File: src/rtl/mem_access_arbiter.sv
// Arbitrates the main-memory request port between I-cache fills and the D-cache
// port, allocating read/write serials and routing responses back by serial owner.
module mem_access_arbiter #(
  parameter  int ADDR_W   = 32,
  parameter  int LINE_W   = 64,
  parameter  int RSER_NUM = 3,
  parameter  int WSER_NUM = 2,
  localparam int RS_W     = $clog2(RSER_NUM),
  localparam int WS_W     = $clog2(WSER_NUM),
  localparam int IF_W     = $clog2(RSER_NUM + 1)
) (
  input  logic              clk,
  input  logic              rst_n,
  input  logic              ic_req_valid,
  input  logic [ADDR_W-1:0] ic_req_addr,
  output logic              ic_req_ack,
  output logic [RS_W-1:0]   ic_req_serial,
  input  logic              dc_req_valid,
  input  logic              dc_req_we,
  input  logic [ADDR_W-1:0] dc_req_addr,
  input  logic [LINE_W-1:0] dc_req_data,
  output logic              dc_req_ack,
  output logic [RS_W-1:0]   dc_req_serial,
  output logic [WS_W-1:0]   dc_req_wserial,
  output logic              mem_req_valid,
  output logic              mem_req_we,
  output logic [ADDR_W-1:0] mem_req_addr,
  output logic [LINE_W-1:0] mem_req_data,
  output logic [RS_W-1:0]   mem_req_serial,
  output logic [WS_W-1:0]   mem_req_wserial,
  input  logic              mem_req_ready,
  input  logic              mem_rd_valid,
  input  logic [RS_W-1:0]   mem_rd_serial,
  input  logic [LINE_W-1:0] mem_rd_data,
  input  logic              mem_wr_valid,
  input  logic [WS_W-1:0]   mem_wr_serial,
  output logic              ic_rd_valid,
  output logic              dc_rd_valid,
  output logic [RS_W-1:0]   rd_serial,
  output logic [LINE_W-1:0] rd_data,
  output logic              dc_wr_valid,
  output logic [WS_W-1:0]   dc_wr_serial,
  output logic [IF_W-1:0]   rd_inflight,
  output logic              err
);

  logic [RSER_NUM-1:0] rfree_q, rfree_d, rowner_q, rowner_d;
  logic [WSER_NUM-1:0] wfree_q, wfree_d;
  logic                last_dc_q, last_dc_d;

  logic                slot_valid_q, slot_valid_d;
  logic                slot_we_q, slot_we_d;
  logic [ADDR_W-1:0]   slot_addr_q, slot_addr_d;
  logic [LINE_W-1:0]   slot_data_q, slot_data_d;
  logic [RS_W-1:0]     slot_ser_q, slot_ser_d;
  logic [WS_W-1:0]     slot_wser_q, slot_wser_d;

  logic                ic_rd_valid_q, ic_rd_valid_d;
  logic                dc_rd_valid_q, dc_rd_valid_d;
  logic [RS_W-1:0]     rd_serial_q, rd_serial_d;
  logic [LINE_W-1:0]   rd_data_q, rd_data_d;
  logic                dc_wr_valid_q, dc_wr_valid_d;
  logic [WS_W-1:0]     dc_wr_serial_q, dc_wr_serial_d;
  logic                err_q, err_d;

  logic [RS_W-1:0]     ridx;
  logic [WS_W-1:0]     widx;
  logic                rd_hit_free, rd_owner, wr_hit_free;
  logic [IF_W-1:0]     inflight;

  always_comb begin
    ridx        = '0;
    widx        = '0;
    rd_hit_free = 1'b1;
    rd_owner    = 1'b0;
    wr_hit_free = 1'b1;
    inflight    = IF_W'(RSER_NUM);
    for (int i = RSER_NUM - 1; i >= 0; i--) begin
      if (rfree_q[i]) ridx = RS_W'(i);
    end
    for (int i = WSER_NUM - 1; i >= 0; i--) begin
      if (wfree_q[i]) widx = WS_W'(i);
    end
    // Serials outside the pool look free, so they are reported as errors.
    for (int i = 0; i < RSER_NUM; i++) begin
      if (mem_rd_serial == RS_W'(i)) begin
        rd_hit_free = rfree_q[i];
        rd_owner    = rowner_q[i];
      end
      if (rfree_q[i]) inflight = inflight - IF_W'(1);
    end
    for (int i = 0; i < WSER_NUM; i++) begin
      if (mem_wr_serial == WS_W'(i)) wr_hit_free = wfree_q[i];
    end
  end

  logic slot_ok, ic_elig, dc_elig, grant_ic, grant_dc, grant_rd, rd_ok, wr_ok;

  assign slot_ok  = !slot_valid_q || mem_req_ready;
  assign ic_elig  = ic_req_valid && (|rfree_q);
  assign dc_elig  = dc_req_valid && (dc_req_we ? (|wfree_q) : (|rfree_q));
  assign grant_ic = slot_ok && ic_elig && (!dc_elig || last_dc_q);
  assign grant_dc = slot_ok && dc_elig && !grant_ic;
  assign grant_rd = grant_ic || (grant_dc && !dc_req_we);
  assign rd_ok    = mem_rd_valid && !rd_hit_free;
  assign wr_ok    = mem_wr_valid && !wr_hit_free;

  always_comb begin
    rfree_d        = rfree_q;
    rowner_d       = rowner_q;
    wfree_d        = wfree_q;
    last_dc_d      = last_dc_q;
    slot_valid_d   = slot_valid_q;
    slot_we_d      = slot_we_q;
    slot_addr_d    = slot_addr_q;
    slot_data_d    = slot_data_q;
    slot_ser_d     = slot_ser_q;
    slot_wser_d    = slot_wser_q;
    rd_serial_d    = rd_serial_q;
    rd_data_d      = rd_data_q;
    dc_wr_serial_d = dc_wr_serial_q;
    ic_rd_valid_d  = rd_ok && !rd_owner;
    dc_rd_valid_d  = rd_ok && rd_owner;
    dc_wr_valid_d  = wr_ok;
    err_d          = err_q || (mem_rd_valid && !rd_ok) || (mem_wr_valid && !wr_ok);

    // Allocation uses the pre-free bitmap, so it never collides with a freed index.
    for (int i = 0; i < RSER_NUM; i++) begin
      if (grant_rd && ridx == RS_W'(i)) begin
        rfree_d[i]  = 1'b0;
        rowner_d[i] = grant_dc;
      end
      if (rd_ok && mem_rd_serial == RS_W'(i)) rfree_d[i] = 1'b1;
    end
    for (int i = 0; i < WSER_NUM; i++) begin
      if (grant_dc && dc_req_we && widx == WS_W'(i)) wfree_d[i] = 1'b0;
      if (wr_ok && mem_wr_serial == WS_W'(i)) wfree_d[i] = 1'b1;
    end

    if (grant_ic || grant_dc) begin
      last_dc_d    = grant_dc;
      slot_valid_d = 1'b1;
      slot_we_d    = grant_dc && dc_req_we;
      slot_addr_d  = grant_dc ? dc_req_addr : ic_req_addr;
      slot_data_d  = (grant_dc && dc_req_we) ? dc_req_data : '0;
      slot_ser_d   = grant_rd ? ridx : '0;
      slot_wser_d  = (grant_dc && dc_req_we) ? widx : '0;
    end else if (mem_req_ready) begin
      slot_valid_d = 1'b0;
    end

    if (rd_ok) begin
      rd_serial_d = mem_rd_serial;
      rd_data_d   = mem_rd_data;
    end
    if (wr_ok) dc_wr_serial_d = mem_wr_serial;
  end

  always_ff @(posedge clk or negedge rst_n) begin
    if (!rst_n) begin
      rfree_q        <= '1;
      rowner_q       <= '0;
      wfree_q        <= '1;
      last_dc_q      <= 1'b1;
      slot_valid_q   <= 1'b0;
      slot_we_q      <= 1'b0;
      slot_addr_q    <= '0;
      slot_data_q    <= '0;
      slot_ser_q     <= '0;
      slot_wser_q    <= '0;
      ic_rd_valid_q  <= 1'b0;
      dc_rd_valid_q  <= 1'b0;
      rd_serial_q    <= '0;
      rd_data_q      <= '0;
      dc_wr_valid_q  <= 1'b0;
      dc_wr_serial_q <= '0;
      err_q          <= 1'b0;
    end else begin
      rfree_q        <= rfree_d;
      rowner_q       <= rowner_d;
      wfree_q        <= wfree_d;
      last_dc_q      <= last_dc_d;
      slot_valid_q   <= slot_valid_d;
      slot_we_q      <= slot_we_d;
      slot_addr_q    <= slot_addr_d;
      slot_data_q    <= slot_data_d;
      slot_ser_q     <= slot_ser_d;
      slot_wser_q    <= slot_wser_d;
      ic_rd_valid_q  <= ic_rd_valid_d;
      dc_rd_valid_q  <= dc_rd_valid_d;
      rd_serial_q    <= rd_serial_d;
      rd_data_q      <= rd_data_d;
      dc_wr_valid_q  <= dc_wr_valid_d;
      dc_wr_serial_q <= dc_wr_serial_d;
      err_q          <= err_d;
    end
  end

  assign ic_req_ack      = grant_ic;
  assign ic_req_serial   = grant_ic ? ridx : '0;
  assign dc_req_ack      = grant_dc;
  assign dc_req_serial   = (grant_dc && !dc_req_we) ? ridx : '0;
  assign dc_req_wserial  = (grant_dc && dc_req_we) ? widx : '0;
  assign mem_req_valid   = slot_valid_q;
  assign mem_req_we      = slot_we_q;
  assign mem_req_addr    = slot_addr_q;
  assign mem_req_data    = slot_data_q;
  assign mem_req_serial  = slot_ser_q;
  assign mem_req_wserial = slot_wser_q;
  assign ic_rd_valid     = ic_rd_valid_q;
  assign dc_rd_valid     = dc_rd_valid_q;
  assign rd_serial       = rd_serial_q;
  assign rd_data         = rd_data_q;
  assign dc_wr_valid     = dc_wr_valid_q;
  assign dc_wr_serial    = dc_wr_serial_q;
  assign rd_inflight     = inflight;
  assign err             = err_q;

endmodule

File: config.mk
export PLATFORM = sky130hd
export DESIGN_NAME = mem_access_arbiter
export DESIGN_NICKNAME = d
export VERILOG_FILES = /design/src/rtl/mem_access_arbiter.sv
export SDC_FILE = /design/constraint.sdc
export NUM_CORES = 1
export LEC_CHECK = 0
export CAP_MARGIN = 20
export CORE_AREA = 10 10 184 117
export CTS_BUF_LIST = sky130_fd_sc_hd__clkbuf_8
export CTS_CLUSTER_DIAMETER = 30
export DETAILED_ROUTE_END_ITERATION = 10
export DIE_AREA = 0 0 194 127
export PLACE_DENSITY = 0.81
export SYNTH_ARGS = -nofsm -noshare
export SYNTH_HDL_FRONTEND = slang
export SYNTH_SLANG_ARGS = --single-unit
File: constraint.sdc
create_clock -name clk -period 3 [get_ports clk]
set_input_delay 0.45 -clock clk [delete_from_list [all_inputs] [get_ports clk]]
set_output_delay 0.45 -clock clk [all_outputs]
set_load 0.005 [all_outputs]
Yosys cells after proc, flatten, opt, wreduce, memory -nomap -nowiden:

Cells that the tools add are included.

* register bits: 181
* bits of input ports: 203
* output and inout bits: 181
* word-level logic and storage cells: 113

* $add $sub $neg: 2
* eq/ne operators: 4
* muxes and demuxes: 34
* bitwise gates (word level): 2
* reductions and logical operators: 49

Operators with widths (number)
* $mux W64: 1
* $mux W32: 1
* $logic_and A1 B1 Y1: 24
* $mux W1: 24
* $mux W2: 8
* $reduce_bool A2 Y1: 6
* $logic_not A1 Y1: 9
* $logic_or A1 B1 Y1: 6
* $eq A2 B1 Y1 const B: 2
* $eq A2 B2 Y1 const B: 2
* $logic_not A2 Y1: 2
* $sub A2 B1 Y2 const B: 2
* $reduce_or A3 Y1: 1
* $not A1 Y1: 2
* $reduce_or A2 Y1: 1

Longest topological paths before layout:

Gate-level depths: netlist of the first run.

* depth after elaboration: 13
* depth in mapped cells: 9
* gate-level depth less buffers: 6

Worst setup path before layout of the first run:

No wires, ideal clock.

* path type: reg2out
* start point: register rfree_q[0]
* end point: output dc_req_wserial
* arrival time: 2.027 ns
* required time: 2.550 ns
* slack: 0.523 ns
* cell stages (with the launch flop): 10
* path buffers: 3
* path through: dfstp_2 -> inv_1 -> ha_1 -> nand2b_1 -> buf_4 -> o2111ai_4 -> a311oi_4 -> buf_6 -> buf_6 -> and2_1

* cells in the longest elaborated chain, start to end: 10
* elaborated cells on any way between the ends: 13
* those cells by class: mux (2); reduce/logical (11)

Ends and longest elaborated chain
* from (decl): line 47 `logic [RSER_NUM-1:0] rfree_q, rfree_d, rowner_q, rowner_d;`
* from (signal assigned): line 179 `rfree_q <= rfree_d;`
* $reduce_or A3 Y1 *: line 100, 101
* $mux W1: line 101 `assign dc_elig = dc_req_valid && (dc_req_we ? (|wfree_q) : (|rfree_q));`
* $logic_and A1 B1 Y1: line 101
* $logic_not A1 Y1: line 102 `assign grant_ic = slot_ok && ic_elig && (!dc_elig || last_dc_q);`
* $logic_or A1 B1 Y1: line 102
* $logic_and A1 B1 Y1: line 102
* $logic_not A1 Y1: line 103 `assign grant_dc = slot_ok && dc_elig && !grant_ic;`
* $logic_and A1 B1 Y1 *: line 103
* $logic_and A1 B1 Y1 *: line 203 `assign dc_req_wserial = (grant_dc && dc_req_we) ? widx : '0;`
* $mux W1 *: line 203
* to (decl): line 24 `output logic [WS_W-1:0] dc_req_wserial,`

Mark *: on every way between the ends. The rest lies on a longest branch, timed or not.

Final worst setup path of the first run:

* start point: register rfree_q[1]
* end point: output dc_req_wserial

The elaborated chain is that of the path after synthesis.

==> results.tsv, run 1 <==
stage	metric	value	unit
routing	final routed wire length divided by cell count	22.4	um
place	Buffers on Ports	383	
clock_network	CTS H-tree depth	4	
sta	f_max	353	MHz
floorplan	count of boundary I/O pins	384	
worst_setup_path	WP buf/inv	2	
global_route	via count of the first global-routing pass	6149	
pwr	pwr dens	761	mW/mm2
logic_synthesis	xor-xnor portion of the synthesized cell area	0.122	%
worst_hold_path	min-delay worst type	input pin to asynchronous set/reset pin	
routing	DRT antenna net count	0	
routing	total vias in the final route	5785	
clock_network	TritonCTS clock tree	yes	
logic_synthesis	area fraction of the dominant cell type after synthesis	61.2	%
sta	total negative slack for setup checks	0	ns
place	Setup Slack @ Placement	0.121	ns
logic_synthesis	simple logic cell fraction of the synthesized area	5.45	%
clock_network	Clock Pin Slew Worst Setup and Hold Paths	0.09	ns
final_layout	footprint of the flip-flops and latches	0.00454	mm2
logic_synthesis	multiplexer area fraction after synthesis	10.5	%
clock_network	deepest clock path buffer count	2	
global_route	initial antenna violation count	0	
routing	TritonRoute pass-1 iters	4	
sta	tightest hold margin	0.0244	ns
place	DPL Wire Length	19500	um
logic_synthesis	biggest area contributors in the synthesized netlist	dfrtp_1 (61%), mux2_2 (10%), a22o_1 (8.6%)	
sta	setup ws final	0.166	ns
sta	Worst slew margin	51.1	%
floorplan	height of the die	127	um
sta	shortest period the worst path allows	2.83	ns
pwr	leakage power	5.12	nW
logic_synthesis	most numerous cell types in the synthesized netlist	dfrtp_1 (175), a22o_1 (70), mux2_2 (64), and3_1 (34), a221o_1 (32)	
worst_setup_path	minimum setup slack among reg-to-reg paths	0.54	ns
final_layout	NumNets Final	1085	
sta	actual transition at the worst max-transition pin	0.733	ns
worst_setup_path	critical path fanouts, max	8	
final_layout	area growth from synthesis to layout	62.6	%
logic_synthesis	Gate Count Post-Synth	496	
final_layout	final cell utilization of the core	63.1	%
sta	final number of max-transition violations	0	
worst_setup_path	launch point of the critical path	rfree_q[1]	
logic_synthesis	number of distinct standard cells referenced by the synthesized netlist	42	
sta	number of hold violations in the final report	0	
logic_synthesis	cell type contributing the most total cell area after synthesis	dfrtp_1	
logic_synthesis	post-synthesis sequential element count	181	
final_layout	finished layout cell area	0.0116	mm2
logic_synthesis	cell area after synthesis	0.00716	mm2
clock_network	setup fix buffers added after clock tree synthesis	0	
global_route	gr ovfl total	0	
sta	skew final	0.0106	ns
pwr	worst voltage drop across the vdd grid	0.512	mV
routing	total routed wirelength	25400	um
worst_setup_path	kind of end point of the critical path	output pin	
worst_setup_path	Crit Reg-Reg Startpoint	rfree_q[1]	
logic_synthesis	proportion of synthesized chip area in sequential cells	63.4	%
logic_synthesis	Ys Warns	0	
global_route	wire length of the first global-routing pass	38100	um
floorplan	row count	39	
logic_synthesis	Post-Syn Nets	704	
logic_synthesis	mean cell area of the mapped netlist	14.4	um2
worst_setup_path	cell depth of the worst setup path	7	
worst_setup_path	Worst Reg-to-Reg Cells	7	
floorplan	total die area	0.0246	mm2
routing	Iteration-0 DRC Markers	231	
logic_synthesis	number of enable flip-flop cells after synthesis	0	
logic_synthesis	share of flip-flops with an asynchronous set or reset	100	%
worst_setup_path	Critical path destination	dc_req_wserial	
floorplan	placeable core region	0.0184	mm2
sta	period utilisation layout	94.5	%
run	number of max-capacitance violations reported	0	
logic_synthesis	adder-cell share of the synthesized area	0.874	%
floorplan	Die Width	194	um
final_layout	FILL cells	1411	
worst_setup_path	critical path type	flop to output pin	
global_route	maximum number of pins on one net before global-route repair	79	
logic_synthesis	dominant combinational cell family by area after synthesis	compound AO/OA/AOI/OAI gates	
worst_setup_path	Required @ worst endpoint	2.55	ns
final_layout	fraction of final layout cells with drive strength greater than 1	13.7	%
logic_synthesis	main flop type after synthesis	dfrtp_1	
worst_setup_path	CP Cell Sequence	inv_1, ha_1, nand2b_1, o2111ai_4, a311oi_4, and2_1, dlygate4sd2_1	
status	result of the run	completed	
logic_synthesis	compound-cell area share of the yosys netlist	16.3	%
worst_setup_path	WP data arrival	2.38	ns
worst_setup_path	critical register-to-register path endpoint	mem_req_data[45]	
floorplan	Initial Utilization	38.8	%
worst_setup_path	family with the most delay on the worst path	flip-flops	
routing	via-per-instance ratio	5.10	
final_layout	Antenna Cells	0	
logic_synthesis	dominant cell by count in the synthesized netlist	dfrtp_1	
clock_network	library cell used as clock root buffer	clkbuf_8	
clock_network	number of sinks handled by clock tree synthesis	181	
final_layout	total area of multi-input combinational cells	0.00240	mm2
place	Area after DPL	0.0113	mm2
clock_network	TritonCTS buffer count	17	
routing	post-detailed-route DRC marker count	0	
place	placer's final routability congestion estimate	0.775	
worst_setup_path	crit path launch type	flop	
sta	Setup Viol. Count Final	0	
worst_setup_path	Critical Path Slowest Stage Cell	dfstp_2	
worst_setup_path	slowest stage delay, CP	0.61	ns
global_route	overall routing resource usage	19.8	%
clock_network	latest clock arrival within the worst-skew pair	0.46	ns
sta	unrepaired setup endpoints after global routing	false	
-- area by class of cell --
class | count | area share, %
multi-input cells | 269 | 20.6
well taps | 246 | 2.64
flip-flops and latches | 181 | 39.0
clock buffers | 20 | 2.36
clock inverters | 11 | 0.763
repair buffers | 399 | 34.3
inverters | 9 | 0.290
-- cells by family after synthesis --
kind of cell / Yosys count
compound gates: 128
flops: 181
mux: 67
simple gates: 68
fa+ha+maj: 5
xor+xnor: 1
buf+inv: 46
-- per-layer routing --
layer	track usage (%)	up-vias	part of all wire [%]
met5	0	-	0
met4	4.78	0	1.0
met3	9.48	20	10
met2	32.9	248	49
met1	22.7	2881	40
li1	-	2636	-
-- flip-flops by register name, summed over array words and instances, names as in the netlist --
name and cells:
dc_wr_valid 1, ic_rd_valid 1, err 1, rd_data 64
rowner_q 3, dc_wr_serial 1, rfree_q 3, mem_req_addr 32
mem_req_we 1, mem_req_valid 1, rd_serial 2, wfree_q 2
mem_req_data 64, last_dc_q 1, dc_rd_valid 1, mem_req_wserial 1
mem_req_serial 2
-- worst min path at each step --
stage / from / end / slack, ns / depth (start not counted)
6_report: rst_n / mem_req_addr[23] / 0.02 / 1
5_1_grt: rst_n / mem_req_addr[10] / 0.01 / 1
2_1_floorplan: rst_n / dc_rd_valid / 0.15 / 0
3_3_place_gp: err / err / 0.45 / 1
4_1_cts: rst_n / mem_req_addr[23] / 0.007 / 1
3_5_place_dp: err / err / 0.45 / 1
-- placed cells by master (no fill, tap or decap), types with 2 or more instances in the layout --
cell type        instances
clkdlybuf4s50_1        375
dfrtp_1                175
a22o_1                  70
mux2_2                  64
and3_1                  34
a221o_1                 32
clkbuf_8                21
inv_1                   14
buf_4                   12
nor2_1                   8
a21oi_1                  7
dlygate4sd2_1            7
nand2_1                  6
dfstp_2                  6
ha_1                     5
nand3_1                  4
buf_12                   4
and2_1                   3
mux2i_1                  3
a21o_1                   3
clkinvlp_4               3
nand2b_1                 2
a31oi_4                  2
nor2b_1                  2
nor3_1                   2
o21ai_0                  2
o221ai_1                 2
-- through the flow --
stage	power [W]	std cells
2_1_floorplan	0.00499	496
3_3_place_gp	0.00729	1104
3_5_place_dp	0.00739	1104
4_1_cts	0.00899	1135
5_1_grt	0.00937	1135
6_report	0.00886	1135
-- report_power, final --
part | leakage (nW) | switching [W] | total, W | internal [W]
Clock | 0.194 | 0.000856 | 0.00156 | 0.000708
Sequential | 2.28 | 0.000462 | 0.00371 | 0.00325
Combinational | 2.66 | 0.00129 | 0.00358 | 0.00229
-- timing repair --
item                                    CTS  global route
resized for setup                         7             1
hold buffers                              0             0
endpoints found under the setup margin    7             1
hold endpoints to repair                  0             0
No activity file was read; power rests on OpenSTA's default activity.
==> run 2: changes to the inputs <==
- CAP_MARGIN: 20 -> not set
==> results of run 2 <==
Final layout, timing and power as in run 1 (identical DEF).
